File: config.mk
export PLATFORM = sky130hd
export DESIGN_NAME = grid_div_arbiter
export DESIGN_NICKNAME = d
export VERILOG_FILES = /design/src/rtl/grid_div_arbiter_pkg.sv /design/src/rtl/grid_div_arbiter_twenty_division.sv /design/src/rtl/grid_div_arbiter.sv
export SDC_FILE = /design/constraint.sdc
export NUM_CORES = 1
export LEC_CHECK = 0
export ABC_AREA = 1
export BUFFER_PORTS_ARGS = -buffer_cell sky130_fd_sc_hd__buf_2
export CAP_MARGIN = 20
export CORE_AREA = 2 2 94 96
export CTS_BUF_LIST = sky130_fd_sc_hd__clkbuf_4 sky130_fd_sc_hd__clkbuf_8 sky130_fd_sc_hd__clkbuf_16
export DETAILED_ROUTE_END_ITERATION = 8
export DIE_AREA = 0 0 96 98
export PLACE_DENSITY = 0.91
export REMOVE_ABC_BUFFERS = 1
export SLEW_MARGIN = 20
export SYNTH_ARGS = -nofsm -noshare
export SYNTH_HDL_FRONTEND = slang
export SYNTH_HIERARCHICAL = 1
export SYNTH_SLANG_ARGS = --single-unit
File: constraint.sdc
create_clock -name clk -period 14.8 [get_ports clk]
set_clock_uncertainty 0.2 [all_clocks]
set_input_delay 1.48 -clock clk [delete_from_list [all_inputs] [get_ports clk]]
set_output_delay 1.48 -clock clk [all_outputs]
set_load 0.1 [all_outputs]
File: src/rtl/grid_div_arbiter_pkg.sv
// Shared constants and response tags for the grid divider arbiter.
// Used by grid_div_arbiter and twenty_division.
package grid_div_arbiter_pkg;
   localparam int CELL      = 20;
   localparam int MAX_COORD = 400;
   localparam int REM_W     = 5;

   typedef enum logic {
      TAG_A = 1'b0,
      TAG_B = 1'b1
   } tag_t;
endpackage

File: src/rtl/grid_div_arbiter_twenty_division.sv
// Combinational pixel-to-cell divider by 20 over the playfield.
// Exact multiples of 20 map to the lower cell; beyond MAX_COORD yields 0.
module twenty_division #(
   parameter int DW = 10
) (
   input  logic [DW-1:0] dividend,
   output logic [DW-1:0] quot
);
   import grid_div_arbiter_pkg::*;

   localparam int NCELL = MAX_COORD / CELL;

   // Count the cell boundaries strictly below the coordinate.
   always_comb begin
      quot = '0;
      if (dividend <= DW'(MAX_COORD)) begin
         for (int k = 1; k < NCELL; k++) begin
            if (dividend > DW'(k * CELL)) quot = quot + DW'(1);
         end
      end
   end
endmodule

File: src/rtl/grid_div_arbiter.sv
// Two-port arbiter sharing one twenty_division unit, two-stage pipeline.
// GRID_DIV_RR_EN selects strict round-robin instead of A-priority.
module grid_div_arbiter #(
   parameter int DW           = 10,
   parameter int CELL         = 20,
   parameter int MAX_COORD    = 400,
   parameter int STARVE_LIMIT = 4
) (
   input  logic                                   clk,
   input  logic                                   rst_n,
   input  logic                                   a_req_valid,
   output logic                                   a_req_ready,
   input  logic [DW-1:0]                          a_dividend,
   output logic                                   a_resp_valid,
   input  logic                                   a_resp_ready,
   input  logic                                   b_req_valid,
   output logic                                   b_req_ready,
   input  logic [DW-1:0]                          b_dividend,
   output logic                                   b_resp_valid,
   input  logic                                   b_resp_ready,
   output logic [DW-1:0]                          resp_quot,
   output logic [grid_div_arbiter_pkg::REM_W-1:0] resp_rem,
   output logic                                   resp_oor
);
   import grid_div_arbiter_pkg::*;

   logic             run;
   logic             s1_valid;
   tag_t             s1_tag;
   logic [DW-1:0]    s1_dividend;
   logic             s2_valid;
   tag_t             s2_tag;
   logic [DW-1:0]    s2_quot;
   logic [REM_W-1:0] s2_rem;
   logic             s2_oor;

   logic             s2_free;
   logic             s1_free;
   logic             grant_a;
   logic             grant_b;
   logic [DW-1:0]    div_quot;
   logic [DW-1:0]    quot;
   logic [DW-1:0]    prod;
   logic [REM_W-1:0] rem;
   logic             oor;

   assign s2_free = !s2_valid ||
                    (s2_tag == TAG_A ? a_resp_ready : b_resp_ready);
   assign s1_free = !s1_valid || s2_free;

`ifdef GRID_DIV_RR_EN
   tag_t last;

   assign grant_a = a_req_valid && (!b_req_valid || last == TAG_B);
   assign grant_b = b_req_valid && (!a_req_valid || last == TAG_A);

   // Pointer starts at B so A wins the first contention.
   always_ff @(posedge clk or negedge rst_n) begin
      if (!rst_n) begin
         last <= TAG_B;
      end else if (a_req_ready) begin
         last <= TAG_A;
      end else if (b_req_ready) begin
         last <= TAG_B;
      end
   end
`else
   localparam int SW = $clog2(STARVE_LIMIT + 1);

   logic [SW-1:0] starve_cnt;

   assign grant_b = b_req_valid &&
                    (!a_req_valid || starve_cnt == SW'(STARVE_LIMIT));
   assign grant_a = a_req_valid && !grant_b;

   always_ff @(posedge clk or negedge rst_n) begin
      if (!rst_n) begin
         starve_cnt <= '0;
      end else if (!b_req_valid || b_req_ready) begin
         starve_cnt <= '0;
      end else if (starve_cnt != SW'(STARVE_LIMIT)) begin
         starve_cnt <= starve_cnt + SW'(1);
      end
   end
`endif

   // run keeps both readies low while reset is held.
   assign a_req_ready = run && s1_free && grant_a;
   assign b_req_ready = run && s1_free && grant_b;

   twenty_division #(
      .DW (DW)
   ) u_div (
      .dividend (s1_dividend),
      .quot     (div_quot)
   );

   assign oor  = s1_dividend > DW'(MAX_COORD);
   assign quot = oor ? '0 : div_quot;
   assign prod = quot * DW'(CELL);
   assign rem  = oor ? '0 : REM_W'(s1_dividend - prod);

   always_ff @(posedge clk or negedge rst_n) begin
      if (!rst_n) begin
         run         <= 1'b0;
         s1_valid    <= 1'b0;
         s1_tag      <= TAG_A;
         s1_dividend <= '0;
         s2_valid    <= 1'b0;
         s2_tag      <= TAG_A;
         s2_quot     <= '0;
         s2_rem      <= '0;
         s2_oor      <= 1'b0;
      end else begin
         run <= 1'b1;
         if (s1_free) begin
            s1_valid <= a_req_ready || b_req_ready;
            s1_tag   <= b_req_ready ? TAG_B : TAG_A;
            if (b_req_ready) begin
               s1_dividend <= b_dividend;
            end else if (a_req_ready) begin
               s1_dividend <= a_dividend;
            end
         end
         if (s2_free) begin
            s2_valid <= s1_valid;
            if (s1_valid) begin
               s2_tag  <= s1_tag;
               s2_quot <= quot;
               s2_rem  <= rem;
               s2_oor  <= oor;
            end
         end
      end
   end

   assign a_resp_valid = s2_valid && s2_tag == TAG_A;
   assign b_resp_valid = s2_valid && s2_tag == TAG_B;
   assign resp_quot    = s2_quot;
   assign resp_rem     = s2_rem;
   assign resp_oor     = s2_oor;
endmodule

==> key figures, run 1 <==
Floorplanning
  – Die Ht: 98 um
  – Core Box Area: 8466 sq um
  – Initial Utilization: 0.5968
  – IO Count: 46
  – Die Wd: 96 um
  – Row count: 34
  – Die Area: 9408 sq um

Synth
  – Avg Cell Area, Syn: 6.339 sq um
  – Post-synth EDFFs: 0
  – Synth top area share: 0.1684
  – Most common cell in the synthesized netlist: nand2_1
  – Post-synth ARST share: 1.000
  – Mapped Area: 5052 sq um
  – Synth cell count leaders: nand2_1 (186), inv_1 (111), nor2_1 (83)
  – Largest cells by area after synthesis: dfrtp_1 (17%), nand2_1 (14%), inv_1 (8.2%)
  – Yosys reg bits: 34
  – Post-Synthesis Cells: 797
  – Sequential area share after synthesis: 0.1684
  – Synth warn: 6
  – Cell variety after synth: 49
  – Synth area leader: dfrtp_1
  – Top_reg_cell synth: dfrtp_1

CTS
  – CTS Hold Bufs: 0
  – Clock slew at reported path FFs: 70 ps
  – Clock Tree Buf Depth: 2
  – Clock Sinks: 34
  – Worst-skew pair later-pin latency: 290 ps
  – Root Buffer: clkbuf_8
  – CTS resizes: 0
  – CTS buffer count: 5
  – TritonCTS clock tree: yes
  – # H-tree levels: 2
  – Post-CTS Setup Bufs: 0

Timing
  – FMAX: 0.08915 GHz
  – Min Tclk post-route: 11220 ps
  – RSZ-0062 raised after global routing: false
  – Final hold violations: 0
  – Period utilization: 0.7579
  – Setup Viol. Count Final: 0
  – Final worst setup slack: 3583 ps
  – Relative slew slack: 0.5057
  – Setup_tns: 0 ps
  – Slew at the pin closest to its max-slew limit: 741.5 ps
  – Final Max Slew Viols: 0

Placement
  – Port buffer count: 45
  – Post-DP HPWL: 8988 um
  – Gp weighted congestion: 1.013
  – Worst slack, placed: 3733 ps

Final layout
  – Nets: 890
  – Antenna fix cells: 0
  – Fillers: 744
  – Fraction of layout instances using a drive strength above 1: 0.2705
  – Area growth, synth to finish: 8.370%

Hold path
  – Hold path endpoint: resp_rem[4]
  – Hold_sp: resp_rem[4]
  – Hold Path Class: reg2reg
  – WHS Path Cells: 2

Global route
  – Global-route wire length before repair: 20000 um
  – Total grt overflow: 0
  – GRT Util Overall: 0.2526
  – Number of global-route vias before repair: 4876
  – Largest net degree at the start of global routing: 35
  – Initial antenna violation count: 0

Setup path
  – Worst R2R Setup Slack: 3580 ps
  – Worst r2r src: s1_dividend[0]
  – Crit path max-delay family: adder cells
  – Reg2reg end: resp_rem[4]
  – Crit-path slowest cell: dfrtp_1
  – CP bufs+invs: 9
  – CP max stage delay: 410 ps
  – Required time worst endpoint: 14790 ps
  – Crit path launch type: flop
  – Kind of critical path: reg2reg
  – Worst EP arrival: 11210 ps
  – R2R depth: 63
  – Most common cell on crit path: nand2_1
  – CP Max Fanout: 5
  – CP Capture Type: flop

Detailed routing
  – Initial drt markers: 228
  – DR DRC count: 0
  – Drt first pass iters: 5
  – Final ANT Viol Nets: 0
  – Wire per inst: 11.70 um
  – Detailed Route WL: 11120 um
  – Vias per cell: 5.299
  – DR vias: 5039

Flow run
  – Max_cap viols: 0

Outcome
  – Status: finished, final reports clean
==> through the flow <==
step	instances	utilization	area, sq um	hold WS, ps
final	951	0.6468	5475	288.9
after detailed placement	943	0.6305	5338	264.7
after global placement	943	0.6305	5338	267.1
after CTS	951	0.6468	5475	285.1
after global routing	951	0.6468	5475	311.9
after floorplan	790	-	4977	249.6
==> flip-flops by register name, indices dropped and copies added, names as in the netlist, 3 cells and up <==
name         cells
resp_quot       10
s1_dividend     10
resp_rem         5
starve_cnt       3
==> worst min-delay path: stages, from the launching register on <==
cell     delay [ps]
dfrtp_1         350
nand2_1          60
nand2_1          50
==> placed cells by master (no fill, tap or decap), types with 6 or more instances in the layout <==
| cell | instances |
|---|---|
| a21oi_1 | 11 |
| a22o_1 | 8 |
| a31oi_1 | 6 |
| buf_2 | 45 |
| dfrtp_1 | 34 |
| ha_1 | 21 |
| inv_1 | 111 |
| inv_2 | 27 |
| nand2_1 | 186 |
| nand2_2 | 53 |
| nand2_4 | 21 |
| nand3_1 | 67 |
| nand3_2 | 26 |
| nand3b_1 | 7 |
| nand4_1 | 10 |
| nor2_1 | 83 |
| nor2_2 | 10 |
| nor2_4 | 10 |
| o21ai_0 | 23 |
| o21ai_1 | 13 |
| o22ai_1 | 6 |
==> kinds of logic after synthesis <==
kind of cell | Yosys count | share of synthesized area
and+or+nand+nor | 497 | 0.5317
buffers and inverters | 151 | 0.1223
AOI/OAI and AO/OA | 88 | 0.1149
DFF | 34 | 0.1684
adders and majority gates | 22 | 0.05597
xor gates and xnor gates | 3 | 0.005202
other | 2 | 0.001486
==> layer usage <==
layer / wire (um) / global-route usage / vias to the layer above
li1: - / - / 2635
met1: 4807 / 0.3170 / 2243
met2: 5615 / 0.4482 / 138
met3: 449 / 0.02006 / 23
met4: 250 / 0.08571 / 0
met5: 0 / 0 / -
==> worst max path at each step <==
stage / from / endpoint / depth (start not counted)
2_1_floorplan: s1_dividend[0] / resp_rem[4] / 63
6_report: s1_dividend[0] / resp_rem[4] / 63
3_5_place_dp: s1_dividend[0] / resp_rem[4] / 61
5_1_grt: s1_dividend[3] / resp_rem[4] / 63
4_1_cts: s1_dividend[3] / resp_rem[4] / 61
3_3_place_gp: s1_dividend[3] / resp_rem[4] / 63
==> final cells by class <==
cell class | count | area [sq um] | area share
sequential | 34 | 850.8 | 0.1554
timing repair buffer | 45 | 225.2 | 0.04113
multi-input combinational | 613 | 3587 | 0.6552
inverter | 143 | 539.3 | 0.09849
clock inverter | 3 | 68.82 | 0.01257
clock buffer | 5 | 68.82 | 0.01257
tap | 108 | 135.1 | 0.02468
Power of run 1 is left out: the tool's default activity adds up to more than one toggle a clock period on the data nets, which glitch-free logic cannot reach.
==> run 2, diff against run 1 <==
clock period = 10.4 ns   (was 14.8 ns; I/O delays follow)
==> run 2 against run 1 <==
Compared with the run above:
- register-to-register slack got worse by 3300 ps
- via count increased by 3.8%
- die area is the same
- maximum frequency increased by 11%
- global-route usage increased by 0.49 points
- non-clock buffer count up 33
- critical path type unchanged
==> key figures, run 2 (synthesis gave the netlist of run 1 again) <==
Outcome
  – Status: finished, final reports clean

Global route
  – Global-route wire length before repair: 20290 um (+1.4%)
  – Initial antenna violation count: 0 (unchanged)
  – Number of global-route vias before repair: 4899 (+0.47%)
  – GRT Util Overall: 0.2576 (+0.004904)
  – Largest net degree at the start of global routing: 35 (unchanged)
  – Total grt overflow: 0 (unchanged)

CTS
  – Clock slew at reported path FFs: 70 ps (about the same)
  – Worst-skew pair later-pin latency: 300 ps (about the same)
  – CTS buffer count: 5 (unchanged)
  – Root Buffer: clkbuf_8
  – Clock Tree Buf Depth: 2 (unchanged)
  – # H-tree levels: 2 (unchanged)
  – TritonCTS clock tree: yes
  – Clock Sinks: 34 (unchanged)
  – CTS Hold Bufs: 0 (unchanged)

Setup path
  – Crit-path slowest cell: dfrtp_1
  – Crit path launch type: flop
  – CP Capture Type: flop
  – CP max stage delay: 400 ps (about the same)
  – Most common cell on crit path: nand2_2
  – Required time worst endpoint: 10390 ps (-4400 ps)
  – CP Max Fanout: 4 (-1)
  – Worst EP arrival: 10090 ps (-1120 ps)
  – Kind of critical path: reg2reg
  – R2R depth: 64 (+1.6%)

Hold path
  – Hold Path Class: reg2reg
  – WHS Path Cells: 2 (unchanged)

Flow run
  – Max_cap viols: 0 (unchanged)

Timing
  – Slew at the pin closest to its max-slew limit: 718.9 ps (-22.62 ps)
  – Relative slew slack: 0.5207 (+0.01508)
  – Setup Viol. Count Final: 0 (unchanged)
  – Final Max Slew Viols: 0 (unchanged)
  – Final hold violations: 0 (unchanged)
  – Min Tclk post-route: 10100 ps (-1115 ps)
  – Setup_tns: 0 ps (unchanged)
  – Period utilization: 0.9713 (+0.2134)
  – FMAX: 0.09899 GHz (+11%)

Floorplanning
  – Initial Utilization: 0.5968 (unchanged)
  – Core Box Area: 8466 sq um (unchanged)
  – IO Count: 46 (unchanged)
  – Row count: 34 (unchanged)
  – Die Area: 9408 sq um (unchanged)
  – Die Wd: 96 um (unchanged)
  – Die Ht: 98 um (unchanged)

Detailed routing
  – Final ANT Viol Nets: 0 (unchanged)
  – Wire per inst: 12.25 um (+4.7%)
  – Detailed Route WL: 12050 um (+8.4%)
  – Vias per cell: 5.316 (+0.33%)
  – Drt first pass iters: 6 (+1)
  – DR vias: 5231 (+3.8%)
  – DR DRC count: 0 (unchanged)
  – Initial drt markers: 248 (+8.8%)

Placement
  – Port buffer count: 45 (unchanged)
  – Post-DP HPWL: 9103 um (+1.3%)
  – Gp weighted congestion: 1.026 (+1.3%)

Final layout
  – Fraction of layout instances using a drive strength above 1: 0.3413 (+0.07086)
  – Most frequent cells in the layout: nand2_1 (172), inv_1 (108), nor2_1 (80)
  – Most common cell after layout, fill and taps aside: nand2_1
  – Nets: 923 (+3.7%)
  – Antenna fix cells: 0 (unchanged)
  – Area growth, synth to finish: 16.30%
  – Post-layout util: 0.6941 (+0.04730)
run 2: cell count changes in the layout (fill, tap and decap cells not counted), moves of 4 or more:
cell | previous run | this run
buf_4 | 0 | 32
ha_1 | 21 | 16
o21ai_0 | 23 | 19
nand2_1 | 186 | 172
ha_4 | 0 | 5
nand2_2 | 53 | 64
run 2: per-stage QoR:
stage                     instance area, sq um  worst slack (ps)  instances  hold slack, ps
after floorplan                           4977             156.7        790           249.6
after global placement                    5503             92.23        965           265.0
after detailed placement                  5503            -400.2        965           271.3
after CTS                                 5667             26.58        976           289.5
after global routing                      5876            -138.1        984           321.6
final                                     5876             298.0        984           289.6
run 2: repair_timing:
item,4_1_cts,5_1_grt
setup endpoints to repair,2,8
buffers inserted,3,8
gates resized for setup,15,34
hold endpoints to repair,0,0
pin swaps,4,18
gates cloned,0,0
run 2: area by class of cell:
cell class	instances	area (sq um)
Sequential cell	34	853.3
Timing Repair Buffer	78	476.7
Multi-Input combinational cell	613	3776
Fill cell	630	2590
Clock buffer	6	82.58
Tap cell	108	135.1
Clock inverter	2	12.51
Inverter	143	539.3
run 2: routing by layer:
| layer | track usage | share of wire | vias up |
|---|---|---|---|
| met3 | 0.02160 | 0.047 | 36 |
| li1 | - | - | 2709 |
| met1 | 0.3175 | 0.41 | 2318 |
| met5 | 0 | 0 | - |
| met2 | 0.4621 | 0.51 | 168 |
| met4 | 0.08791 | 0.031 | 0 |
run 2: critical path, delay by kind of cell, from the launching register on:
family / cells / cell delay (ps)
simple gates: 33 / 3850
fa+ha+maj: 14 / 3840
xor+xnor: 1 / 150
flops: 1 / 400
compound gates: 7 / 770
buf+inv: 9 / 780
run 2: path summary, 6_finish.rpt:
check,from,slack (ps),end
worst min-delay path,resp_rem[2],290,resp_rem[2]
min in group asynchronous,rst_n,600,s2_tag
max in group asynchronous,rst_n,8890,s1_dividend[5]
worst min register to register,resp_rem[2],290,resp_rem[2]
worst max register to register,s1_dividend[1],300,resp_rem[4]
worst max-delay path,s1_dividend[1],300,resp_rem[4]
Power of run 2 is left out for the same reason.
